File: config.mk
export PLATFORM = sky130hd
export DESIGN_NAME = mz_zero_scheduler
export DESIGN_NICKNAME = d
export VERILOG_FILES = /design/src/rtl/mz_sched_pkg.sv /design/src/rtl/mz_req_fifo.sv /design/src/rtl/mz_zero_scheduler.sv
export SDC_FILE = /design/constraint.sdc
export NUM_CORES = 1
export LEC_CHECK = 0
export ABC_AREA = 1
export ABC_CLOCK_PERIOD_IN_PS = 2790
export CELL_PAD_IN_SITES_DETAIL_PLACEMENT = 1
export CELL_PAD_IN_SITES_GLOBAL_PLACEMENT = 1
export CORE_ASPECT_RATIO = 2
export CORE_MARGIN = 3
export CORE_UTILIZATION = 41
export DETAILED_ROUTE_END_ITERATION = 7
export PLACE_DENSITY_LB_ADDON = 0.1
export SLEW_MARGIN = 20
export SYNTH_ARGS = -nofsm -noshare
export SYNTH_HDL_FRONTEND = slang
export SYNTH_SLANG_ARGS = --single-unit
File: constraint.sdc
create_clock -name clock -period 2.79 [get_ports clock]
set_clock_uncertainty 0.2 [all_clocks]
set_input_delay 0.6975 -clock clock [delete_from_list [all_inputs] [get_ports clock]]
set_output_delay 0.6975 -clock clock [all_outputs]
set_load 0.02 [all_outputs]
File: src/rtl/mz_sched_pkg.sv
// mz_sched_pkg: shared types for the memory-zero scheduler.
//   sched_state_t : scheduler FSM states
//   grant_t       : which requester last owned the mz port
//   zero_req_t    : one queued zero-range request {low, high}
// MZ_ADDRWIDTH fixes the width of the request fields. The scheduler's
// ADDRWIDTH parameter must match it.
package mz_sched_pkg;

    localparam int MZ_ADDRWIDTH = 8;

    typedef enum logic [2:0] {
        ST_IDLE      = 3'd0,
        ST_LD_HIGH   = 3'd1,
        ST_LD_LOW    = 3'd2,
        ST_START     = 3'd3,
        ST_GUARD     = 3'd4,
        ST_WAIT_DONE = 3'd5
    } sched_state_t;

    typedef enum logic {
        GRANT_WRITE = 1'b0,
        GRANT_ZERO  = 1'b1
    } grant_t;

    typedef struct packed {
        logic [MZ_ADDRWIDTH-1:0] low;
        logic [MZ_ADDRWIDTH-1:0] high;
    } zero_req_t;

endpackage

File: src/rtl/mz_req_fifo.sv
// mz_req_fifo: synchronous FIFO of zero-range requests.
//   clock, reset      : clock, async active-low reset (empties the FIFO)
//   push, push_data   : write one entry (ignored when full)
//   pop, pop_data     : pop_data shows the head; pop advances it (ignored when empty)
//   full, empty, count: occupancy, all registered-state derived
module mz_req_fifo
    import mz_sched_pkg::*;
#(
    parameter int DEPTH = 4
) (
    input  logic                     clock,
    input  logic                     reset,
    input  logic                     push,
    input  zero_req_t                push_data,
    input  logic                     pop,
    output zero_req_t                pop_data,
    output logic                     full,
    output logic                     empty,
    output logic [$clog2(DEPTH):0]   count
);

    localparam int PW = $clog2(DEPTH);

    zero_req_t         mem_q [DEPTH];
    logic [PW-1:0]     wr_ptr_q, wr_ptr_d;
    logic [PW-1:0]     rd_ptr_q, rd_ptr_d;
    logic [PW:0]       count_q, count_d;
    logic              do_push, do_pop;

    assign full     = (count_q == (PW+1)'(DEPTH));
    assign empty    = (count_q == '0);
    assign count    = count_q;
    assign pop_data = mem_q[rd_ptr_q];
    assign do_push  = push && !full;
    assign do_pop   = pop && !empty;

    always_comb begin
        wr_ptr_d = wr_ptr_q;
        rd_ptr_d = rd_ptr_q;
        count_d  = count_q;
        if (do_push) wr_ptr_d = wr_ptr_q + 1'b1;
        if (do_pop)  rd_ptr_d = rd_ptr_q + 1'b1;
        case ({do_push, do_pop})
            2'b10:   count_d = count_q + 1'b1;
            2'b01:   count_d = count_q - 1'b1;
            default: count_d = count_q;
        endcase
    end

    always_ff @(posedge clock or negedge reset) begin
        if (!reset) begin
            wr_ptr_q <= '0;
            rd_ptr_q <= '0;
            count_q  <= '0;
        end else begin
            wr_ptr_q <= wr_ptr_d;
            rd_ptr_q <= rd_ptr_d;
            count_q  <= count_d;
        end
    end

    // Storage carries no reset; occupancy alone defines validity.
    always_ff @(posedge clock) begin
        if (do_push) mem_q[wr_ptr_q] <= push_data;
    end

endmodule

File: src/rtl/mz_zero_scheduler.sv
// mz_zero_scheduler: owns the single control/address port of the mz block.
// Queues zero-range requests and plays each one out as ld_high, ld_low,
// zero, then waits for mz_busy to drop. Host writes share the port with
// round-robin arbitration in IDLE; rd_addr is forwarded whenever the port
// is otherwise unused.
//   clock/reset          : clock, async active-low reset (also resets mz)
//   req_*                : zero-range request handshake, q_count occupancy
//   wr_*                 : host write handshake (stalls, never dropped)
//   rd_addr              : host read address
//   mz_*                 : mz control/address/data port, mz_busy back
//   busy/zero_done/req_err: status
//
// state        | meaning
// -------------+------------------------------------------------------
// ST_IDLE      | port free: arbitrate host write vs queued zero job
// ST_LD_HIGH   | drive job_high with mz_ld_high
// ST_LD_LOW    | drive job_low with mz_ld_low
// ST_START     | pulse mz_zero
// ST_GUARD     | one cycle with mz_busy ignored (mz busy rise latency)
// ST_WAIT_DONE | hold until mz_busy clears, then pulse zero_done
module mz_zero_scheduler
    import mz_sched_pkg::*;
#(
    parameter int ADDRWIDTH = MZ_ADDRWIDTH,
    parameter int DATAWIDTH = 8,
    parameter int QDEPTH    = 4
) (
    input  logic                    clock,
    input  logic                    reset,
    input  logic                    req_valid,
    output logic                    req_ready,
    input  logic [ADDRWIDTH-1:0]    req_low,
    input  logic [ADDRWIDTH-1:0]    req_high,
    input  logic                    wr_valid,
    output logic                    wr_ready,
    input  logic [ADDRWIDTH-1:0]    wr_addr,
    input  logic [DATAWIDTH-1:0]    wr_data,
    input  logic [ADDRWIDTH-1:0]    rd_addr,
    output logic                    mz_ld_high,
    output logic                    mz_ld_low,
    output logic                    mz_zero,
    output logic                    mz_write,
    output logic [ADDRWIDTH-1:0]    mz_addr,
    output logic [DATAWIDTH-1:0]    mz_din,
    input  logic                    mz_busy,
    output logic                    busy,
    output logic                    zero_done,
    output logic                    req_err,
    output logic [$clog2(QDEPTH):0] q_count
);

    sched_state_t           state_q, state_d;
    grant_t                 last_grant_q, last_grant_d;
    logic [ADDRWIDTH-1:0]   job_low_q, job_low_d;
    logic [ADDRWIDTH-1:0]   job_high_q, job_high_d;
    logic                   zero_done_q, zero_done_d;
    logic                   req_err_q, req_err_d;

    zero_req_t              push_req, head;
    logic                   fifo_full, fifo_empty;
    logic                   req_accept, req_push;
    logic                   grant_wr, grant_zero;

    // Gated by reset so every handshake output reads 0 while reset is held.
    assign req_ready  = reset && !fifo_full;
    assign req_accept = req_valid && req_ready;
    assign req_push   = req_accept && (req_low <= req_high);
    assign push_req   = '{low: req_low, high: req_high};

    mz_req_fifo #(.DEPTH(QDEPTH)) u_fifo (
        .clock     (clock),
        .reset     (reset),
        .push      (req_push),
        .push_data (push_req),
        .pop       (grant_zero),
        .pop_data  (head),
        .full      (fifo_full),
        .empty     (fifo_empty),
        .count     (q_count)
    );

    always_comb begin
        grant_wr   = 1'b0;
        grant_zero = 1'b0;
        if (reset && state_q == ST_IDLE) begin
            if (wr_valid && !fifo_empty) begin
                if (last_grant_q == GRANT_WRITE) grant_zero = 1'b1;
                else                             grant_wr   = 1'b1;
            end else if (wr_valid) begin
                grant_wr = 1'b1;
            end else if (!fifo_empty) begin
                grant_zero = 1'b1;
            end
        end
    end

    always_comb begin
        state_d      = state_q;
        last_grant_d = last_grant_q;
        job_low_d    = job_low_q;
        job_high_d   = job_high_q;
        zero_done_d  = 1'b0;
        req_err_d    = req_accept && (req_low > req_high);
        case (state_q)
            ST_IDLE: begin
                if (grant_zero) begin
                    state_d      = ST_LD_HIGH;
                    job_low_d    = head.low;
                    job_high_d   = head.high;
                    last_grant_d = GRANT_ZERO;
                end else if (grant_wr) begin
                    last_grant_d = GRANT_WRITE;
                end
            end
            ST_LD_HIGH:   state_d = ST_LD_LOW;
            ST_LD_LOW:    state_d = ST_START;
            ST_START:     state_d = ST_GUARD;
            ST_GUARD:     state_d = ST_WAIT_DONE;
            ST_WAIT_DONE: begin
                if (!mz_busy) begin
                    state_d     = ST_IDLE;
                    zero_done_d = 1'b1;
                end
            end
            default:      state_d = ST_IDLE;
        endcase
    end

    always_ff @(posedge clock or negedge reset) begin
        if (!reset) begin
            state_q      <= ST_IDLE;
            last_grant_q <= GRANT_ZERO;
            job_low_q    <= '0;
            job_high_q   <= '0;
            zero_done_q  <= 1'b0;
            req_err_q    <= 1'b0;
        end else begin
            state_q      <= state_d;
            last_grant_q <= last_grant_d;
            job_low_q    <= job_low_d;
            job_high_q   <= job_high_d;
            zero_done_q  <= zero_done_d;
            req_err_q    <= req_err_d;
        end
    end

    always_comb begin
        mz_ld_high = (state_q == ST_LD_HIGH);
        mz_ld_low  = (state_q == ST_LD_LOW);
        mz_zero    = (state_q == ST_START);
        mz_write   = grant_wr;
        wr_ready   = grant_wr;
        mz_addr    = rd_addr;
        mz_din     = '0;
        if (grant_wr) begin
            mz_addr = wr_addr;
            mz_din  = wr_data;
        end else if (state_q == ST_LD_HIGH) begin
            mz_addr = job_high_q;
        end else if (state_q == ST_LD_LOW) begin
            mz_addr = job_low_q;
        end
    end

    assign busy      = (state_q != ST_IDLE);
    assign zero_done = zero_done_q;
    assign req_err   = req_err_q;

endmodule

==> out/results.txt, run 1 <==
hold depth = 2
pwr dens = 972.4 nW/um^2
unrepaired setup endpoints after global routing = yes
reg2reg path depth = 12
Cells after DPL = 641
Bufs and invs on worst path = 4
FMAX = 356.0 MHz
CTS clk-pin slew, worst paths = 0.07 ns
vias in the first global route = 3909
row cnt = 51
CP max-delay cell = dfrtp_1
drt total wl = 12.33 mm
max-cap check violation count = 0
Die Ht = 149.5 um
DR DRC count = 0
Register Area = 2650 sq um
post-layout util = 0.6204
Yosys warning total = 0
Gate Count Post-Synth = 407
Pleak = 2.573 nW
initial antenna violation count = 0
Finished Layout Cells = 667
peak supply drop = 0.5756 mV
Avg Cell Area, Syn = 10.38 sq um
Synth top area share = 0.4551
area grow syn2layout = 45.30%
PortBufs = 72
Root Buffer = clkbuf_16
status = complete, but fails checks
Total GRT Usage = 0.2277
max incr delay on CP = 0.44 ns
final setup vio count = 5
Fin. Hold Viols = 0
CTS tree = built
Worst path top cell family by delay = buffers and inverters
n_diodes = 0
Max Root-Sink Buffers = 2
Crit Path Class = flip-flop to output port
core box area = 9891 sq um
largest net degree at the start of global routing = 36
Yosys reg bits = 93
dpl hpwl = 8.108 mm
pre-CTS setup slack = -0.7391 ns
WP depth = 8
placer congestion estimate = 0.7296
Unique masters post-synth = 32
Syn Nets = 466
hold_buf cts = 0
first-pass iteration count of the detailed router = 4
Final WS setup = -0.01877 ns
share of cells above drive strength 1 = 0.2841
GRT overflow = 0
die width = 77.76 um
CP Capture Type = output port
Hold Crit Class = flip-flop to flip-flop
Critical Path Fanout Max = 5
arrival time worst endpoint = 1.91 ns
Max H-tree Level = 3
critical-path cell list = nor2_4, buf_6, nand3_4, a211oi_4, buf_6, buf_6, o21ai_2, buf_6
Clock Sinks = 93
# IOs = 73
via count = 3378
failing checks = setup timing
Worst Setup Start Kind = flip-flop
Most common cell on crit path = buf_6
final worst path period share = 1.007
Tightest Pin Transition = 0.5829 ns
TritonCTS buffer count = 9
first-pass GRT wire length = 19.98 mm
Crit path required time = 1.89 ns
Slew Viols, Final = 0
Avg WL per Cell = 18.49 um
Fill cells = 1059
antenna-violating nets left = 0
violation count after the first detailed-routing iteration = 115
Worst slew margin = 0.6110
Die ar. = 11630 sq um
largest cells by area after synthesis = edfxtp_1, dfrtp_1, o21ai_0
clock latency on the worst-skew pair = 0.34 ns
Multi-input gate area = 1540 sq um
Initial Util = 0.4269
post-synthesis sequential area ratio = 0.6273
area leader, netlist = edfxtp_1
Tmin final = 2.809 ns
NumNets Final = 589
Hold Worst Slack = 0.3386 ns
area of the mapped netlist = 4223 sq um
Via-to-Cell Ratio = 5.064
-- sequential cells by signal (all words and copies together), names as in the netlist --
register         cells
u_fifo.mem_q        64
job_high_q           8
job_low_q            8
state_q              3
u_fifo.count         3
u_fifo.rd_ptr_q      2
u_fifo.wr_ptr_q      2
last_grant_q         1
req_err              1
zero_done            1
-- cells in the mapped netlist, drive strengths merged --
library cell  instances
ha                   13
a211oi                1
nor2                 53
o22ai                17
o21ai                75
a21boi                1
nand2                62
dfrtp                28
inv                  57
xor2                  3
a211o                 1
o32ai                 1
a21o                  1
buf                   7
edfxtp               64
dfstp                 1
clkbuf                9
nand3                 4
fa                    1
a21oi                 3
or2                   1
xnor2                 1
nand4                 1
nor3                  2
-- where the power goes --
part,internal [W],total (W),switching (W)
sequential,0.00174,0.00186,0.000122
clock,0.000881,0.00139,0.000507
combinational,0.00116,0.00272,0.00156
-- what timing repair did --
action	4_1_cts	5_1_grt
resized for setup	192	47
pin swaps	15	11
gates cloned	3	0
setup buffers	9	4
setup endpoints to repair	89	22
-- metal layers --
| metal | part of all wire | up-vias | GRT usage |
|---|---|---|---|
| met4 | 0.032 | 0 | 0.1176 |
| met2 | 0.59 | 107 | 0.4553 |
| met5 | 0 | - | 0 |
| met3 | 0.042 | 22 | 0.03916 |
| met1 | 0.34 | 1643 | 0.2102 |
| li1 | - | 1606 | - |
-- area by class of cell --
class                   instances  area share
flip-flops and latches         93      0.4319
multi-input cells             241      0.2510
well taps                     132     0.02692
inverters                      57     0.03609
clock buffers                   9     0.03670
clock inverters                 7     0.01998
repair buffers                128      0.1974
-- cells by family after synthesis --
kind of cell	synth area share
buf+inv	0.06903
simple gates	0.1221
compound gates	0.1301
fa+ha+maj	0.04326
xor+xnor	0.008298
flops	0.6273
-- path summary, 6_finish.rpt --
kind                                          start                              to  slack (ns)
setup reg to reg             state_q[2]$_DFFE_PN0P_     u_fifo.count[2]$_DFFE_PN0P_        0.32
hold / removal             job_low_q[7]$_DFFE_PN0P_        job_low_q[7]$_DFFE_PN0P_        0.34
min in group asynchronous                     reset  u_fifo.wr_ptr_q[0]$_DFFE_PN0P_        0.44
max in group asynchronous                     reset        last_grant_q$_DFFE_PN1P_        1.63
hold reg to reg            job_low_q[7]$_DFFE_PN0P_        job_low_q[7]$_DFFE_PN0P_        0.34
setup / recovery             state_q[2]$_DFFE_PN0P_                      mz_addr[0]       -0.02
-- cell usage in the layout, fill, tap and decap left out, types with 4 or more instances in the layout --
master,netlist,final
inv_1,56,50
o21ai_0,71,54
o22ai_1,17,17
ha_1,13,8
ha_4,0,5
dlygate4sd2_1,0,15
edfxtp_1,64,64
nand2_2,1,7
inv_2,1,6
buf_6,1,23
nand2_1,61,51
nor2_1,51,41
nand2_4,0,4
clkbuf_16,0,9
clkdlybuf4s50_1,0,32
o21ai_1,4,5
nor2_4,2,10
dfrtp_1,28,27
o21ai_2,0,14
buf_4,1,44
buf_12,0,4
-- tightest hold or removal path, cell delays in order, from the launching register on --
cell and delay (ns):
dfrtp_1 0.36, inv_1 0.06, o21ai_0 0.08
-- metrics by stage --
stage	TNS, ns	area, sq um	total power (W)
finish	-0.06762	6136	0.005966
global placement	-45.65	5441	0.004068
CTS	-0.06575	6091	0.005903
global route	-1.094	6136	0.006362
floorplan	-8.993	4225	0.003136
detailed placement	-48.83	5441	0.004175
No activity file was read; power rests on OpenSTA's default activity.
==> run 2, diff against run 1 <==
Settings changed: CORE_MARGIN 3 to 1.
==> out/results.txt, run 2 (synthesized netlist as in run 1, its figures left out) <==
Max H-tree Level = 3 (unchanged)
Psw = 0.002052 W (-6.2%)
FMAX = 358.4 MHz (+0.66%)
GR Util met2 = 0.4317 (-0.02368)
core box area = 10080 sq um (+2.0%)
drt total wl = 11.65 mm (-5.6%)
failing checks = setup timing
GRT overflow = 0 (unchanged)
DR DRC count = 0 (unchanged)
Comb pwr share = 0.427 (-0.028)
Clock Sinks = 93 (unchanged)
Tightest Pin Transition = 0.5843 ns (+0.001386 ns)
dpl hpwl = 7.753 mm (-4.4%)
Tmin final = 2.790 ns (-0.01845 ns)
Power Internal = 0.003572 W (-5.4%)
total power = 0.005625 W (-5.7%)
Final WS setup = -0.0003182 ns (+0.01845 ns)
NumNets Final = 578 (-1.9%)
PortBufs = 72 (unchanged)
largest registers = u_fifo.mem_q: 64 flops, job_high_q: 8 flops, job_low_q: 8 flops
commonest non-fill, non-tap cell in the layout = edfxtp_1
Slew Viols, Final = 0 (unchanged)
commonest cells after routing, fill and taps aside = edfxtp_1, o21ai_0, inv_1, nand2_1, buf_4
arrival time worst endpoint = 1.89 ns (-0.02 ns)
# IOs = 73 (unchanged)
Hold Crit Class = flip-flop to flip-flop
CTS tree = built
post-layout instance area = 6006 sq um (-2.1%)
clock power share = 0.245 (+0.012)
pre-CTS setup slack = -0.7507 ns (-0.01157 ns)
CP Capture Type = output port
Worst slew margin = 0.6100 (-0.0009240)
Sequential Power Share = 0.328 (+0.016)
share of cells above drive strength 1 = 0.2481 (-0.03602)
most crowded layer after global routing = met2
Max Root-Sink Buffers = 2 (unchanged)
TritonCTS buffer count = 9 (unchanged)
placer congestion estimate = 0.7468 (+2.4%)
Fin. Hold Viols = 0 (unchanged)
GR Util met3 = 0.03463 (-0.004531)
first-pass GRT wire length = 18.01 mm (-9.8%)
die width = 73.76 um (-5.1%)
max-cap check violation count = 0 (unchanged)
Die Ht = 145.5 um (-2.7%)
row cnt = 52 (+2.0%)
largest net degree at the start of global routing = 36 (unchanged)
Crit Path Class = flip-flop to output port
violation count after the first detailed-routing iteration = 99 (-14%)
clock latency on the worst-skew pair = 0.34 ns (about the same)
Switching Share = 0.3649 (-0.002012)
initial antenna violation count = 0 (unchanged)
Die ar. = 10730 sq um (-7.7%)
Crit path required time = 1.89 ns (about the same)
Largest register FFs = 64 (unchanged)
via count = 3321 (-1.7%)
Via-to-Cell Ratio = 5.039 (-0.49%)
Pleak = 2.505 nW (-2.6%)
placed cell area = 5398 sq um (-0.80%)
Root Buffer = clkbuf_16
Finished Layout Cells = 659 (-1.2%)
Worst Setup Start Kind = flip-flop
unrepaired setup endpoints after global routing = yes
Biggest register = u_fifo.mem_q
final worst path period share = 1.000 (-0.006614)
status = complete, but fails checks
Avg WL per Cell = 17.67 um (-4.4%)
met1 Use GR = 0.2265 (+0.01625)
CTS clk-pin slew, worst paths = 0.06 ns (about the same)
antenna-violating nets left = 0 (unchanged)
peak supply drop = 0.5455 mV (-5.2%)
Initial Util = 0.4187 (-0.008210)
Cells after DPL = 636 (-0.78%)
Total GRT Usage = 0.2305 (+0.002806)
area grow syn2layout = 42.22%
vias in the first global route = 3629 (-7.2%)
pwr dens = 936.5 nW/um^2 (-3.7%)
first-pass iteration count of the detailed router = 4 (unchanged)
Critical Path Fanout Max = 5 (unchanged)
final setup vio count = 1 (-4)
Fill cells = 1084 (+2.4%)
n_diodes = 0 (unchanged)
-- run 2: changes by cell type in the layout (fill, tap and decap cells not counted), moves of 2 or more --
cell	change
nand2_4	-2
nand2_2	+3
o21ai_2	-11
o21ai_1	+7
buf_4	-2
dlygate4sd2_1	-2
o21ai_4	-2
o21ai_0	+6
buf_6	-11
inv_6	+2
inv_8	-2
buf_12	+2
-- run 2: area by class of cell --
cell class | instances | area [sq um] | area share
Tap cell | 135 | 168.9 | 0.02813
Inverter | 57 | 226.5 | 0.03771
Multi-Input combinational cell | 241 | 1486 | 0.2475
Clock inverter | 5 | 86.33 | 0.01438
Sequential cell | 93 | 2649 | 0.4410
Clock buffer | 11 | 264.0 | 0.04396
Timing Repair Buffer | 117 | 1125 | 0.1873
-- run 2: metal layers --
layer	part of all wire	up-vias
met4	0.030	0
met2	0.59	89
li1	-	1587
met5	0	-
met1	0.35	1623
met3	0.031	22
-- run 2: worst paths after layout --
kind	startpoint	slack (ns)	to	cells after the start
max	state_q[2]$_DFFE_PN0P_	-0.0003	mz_addr[1]	8
min	job_low_q[3]$_DFFE_PN0P_	0.32	job_low_q[3]$_DFFE_PN0P_	2
max reg2reg	state_q[2]$_DFFE_PN0P_	0.54	u_fifo.count[2]$_DFFE_PN0P_	10
min reg2reg	job_low_q[3]$_DFFE_PN0P_	0.32	job_low_q[3]$_DFFE_PN0P_	2
max in group asynchronous	reset	1.63	last_grant_q$_DFFE_PN1P_	3
min in group asynchronous	reset	0.45	u_fifo.wr_ptr_q[0]$_DFFE_PN0P_	3
-- run 2: repair_timing --
item / 4_1_cts / 5_1_grt
cloned: 2 / 0
endpoints found under the hold margin: 0 / 0
hold buffers: 0 / 0
pin swaps: 14 / 9
resized for setup: 180 / 27
buffers inserted: 3 / 3
endpoints found under the setup margin: 88 / 25
-- run 2: power by group through the flow --
stage | combinational [W] | sequential, W | clock (W)
2_1_floorplan | 0.00124 | 0.00190 | 0
3_3_place_gp | 0.00216 | 0.00185 | 0
3_5_place_dp | 0.00224 | 0.00187 | 0
4_1_cts | 0.00236 | 0.00184 | 0.00140
5_1_grt | 0.00263 | 0.00187 | 0.00145
6_report | 0.00240 | 0.00185 | 0.00138
-- run 2: per-stage QoR --
| stage | TNS (ns) | utilization | hold WS (ns) |
|---|---|---|---|
| after floorplan | -8.993 | - | 0.2019 |
| after global placement | -45.72 | 0.5352 | 0.3000 |
| after detailed placement | -50.53 | 0.5352 | 0.3115 |
| after CTS | -0.5575 | 0.5903 | 0.3267 |
| after global routing | -0.4514 | 0.5955 | 0.3617 |
| final | -0.0003182 | 0.5955 | 0.3245 |
-- run 2: worst max-delay path, cell delays in order (launching register included) --
cell and delay, ns:
dfrtp_1 0.41, nor2_4 0.21, nand3_4 0.11, a211oi_4 0.21, buf_6 0.18, buf_16 0.12, nand2_1 0.05, o21ai_1 0.08
buf_4 0.17
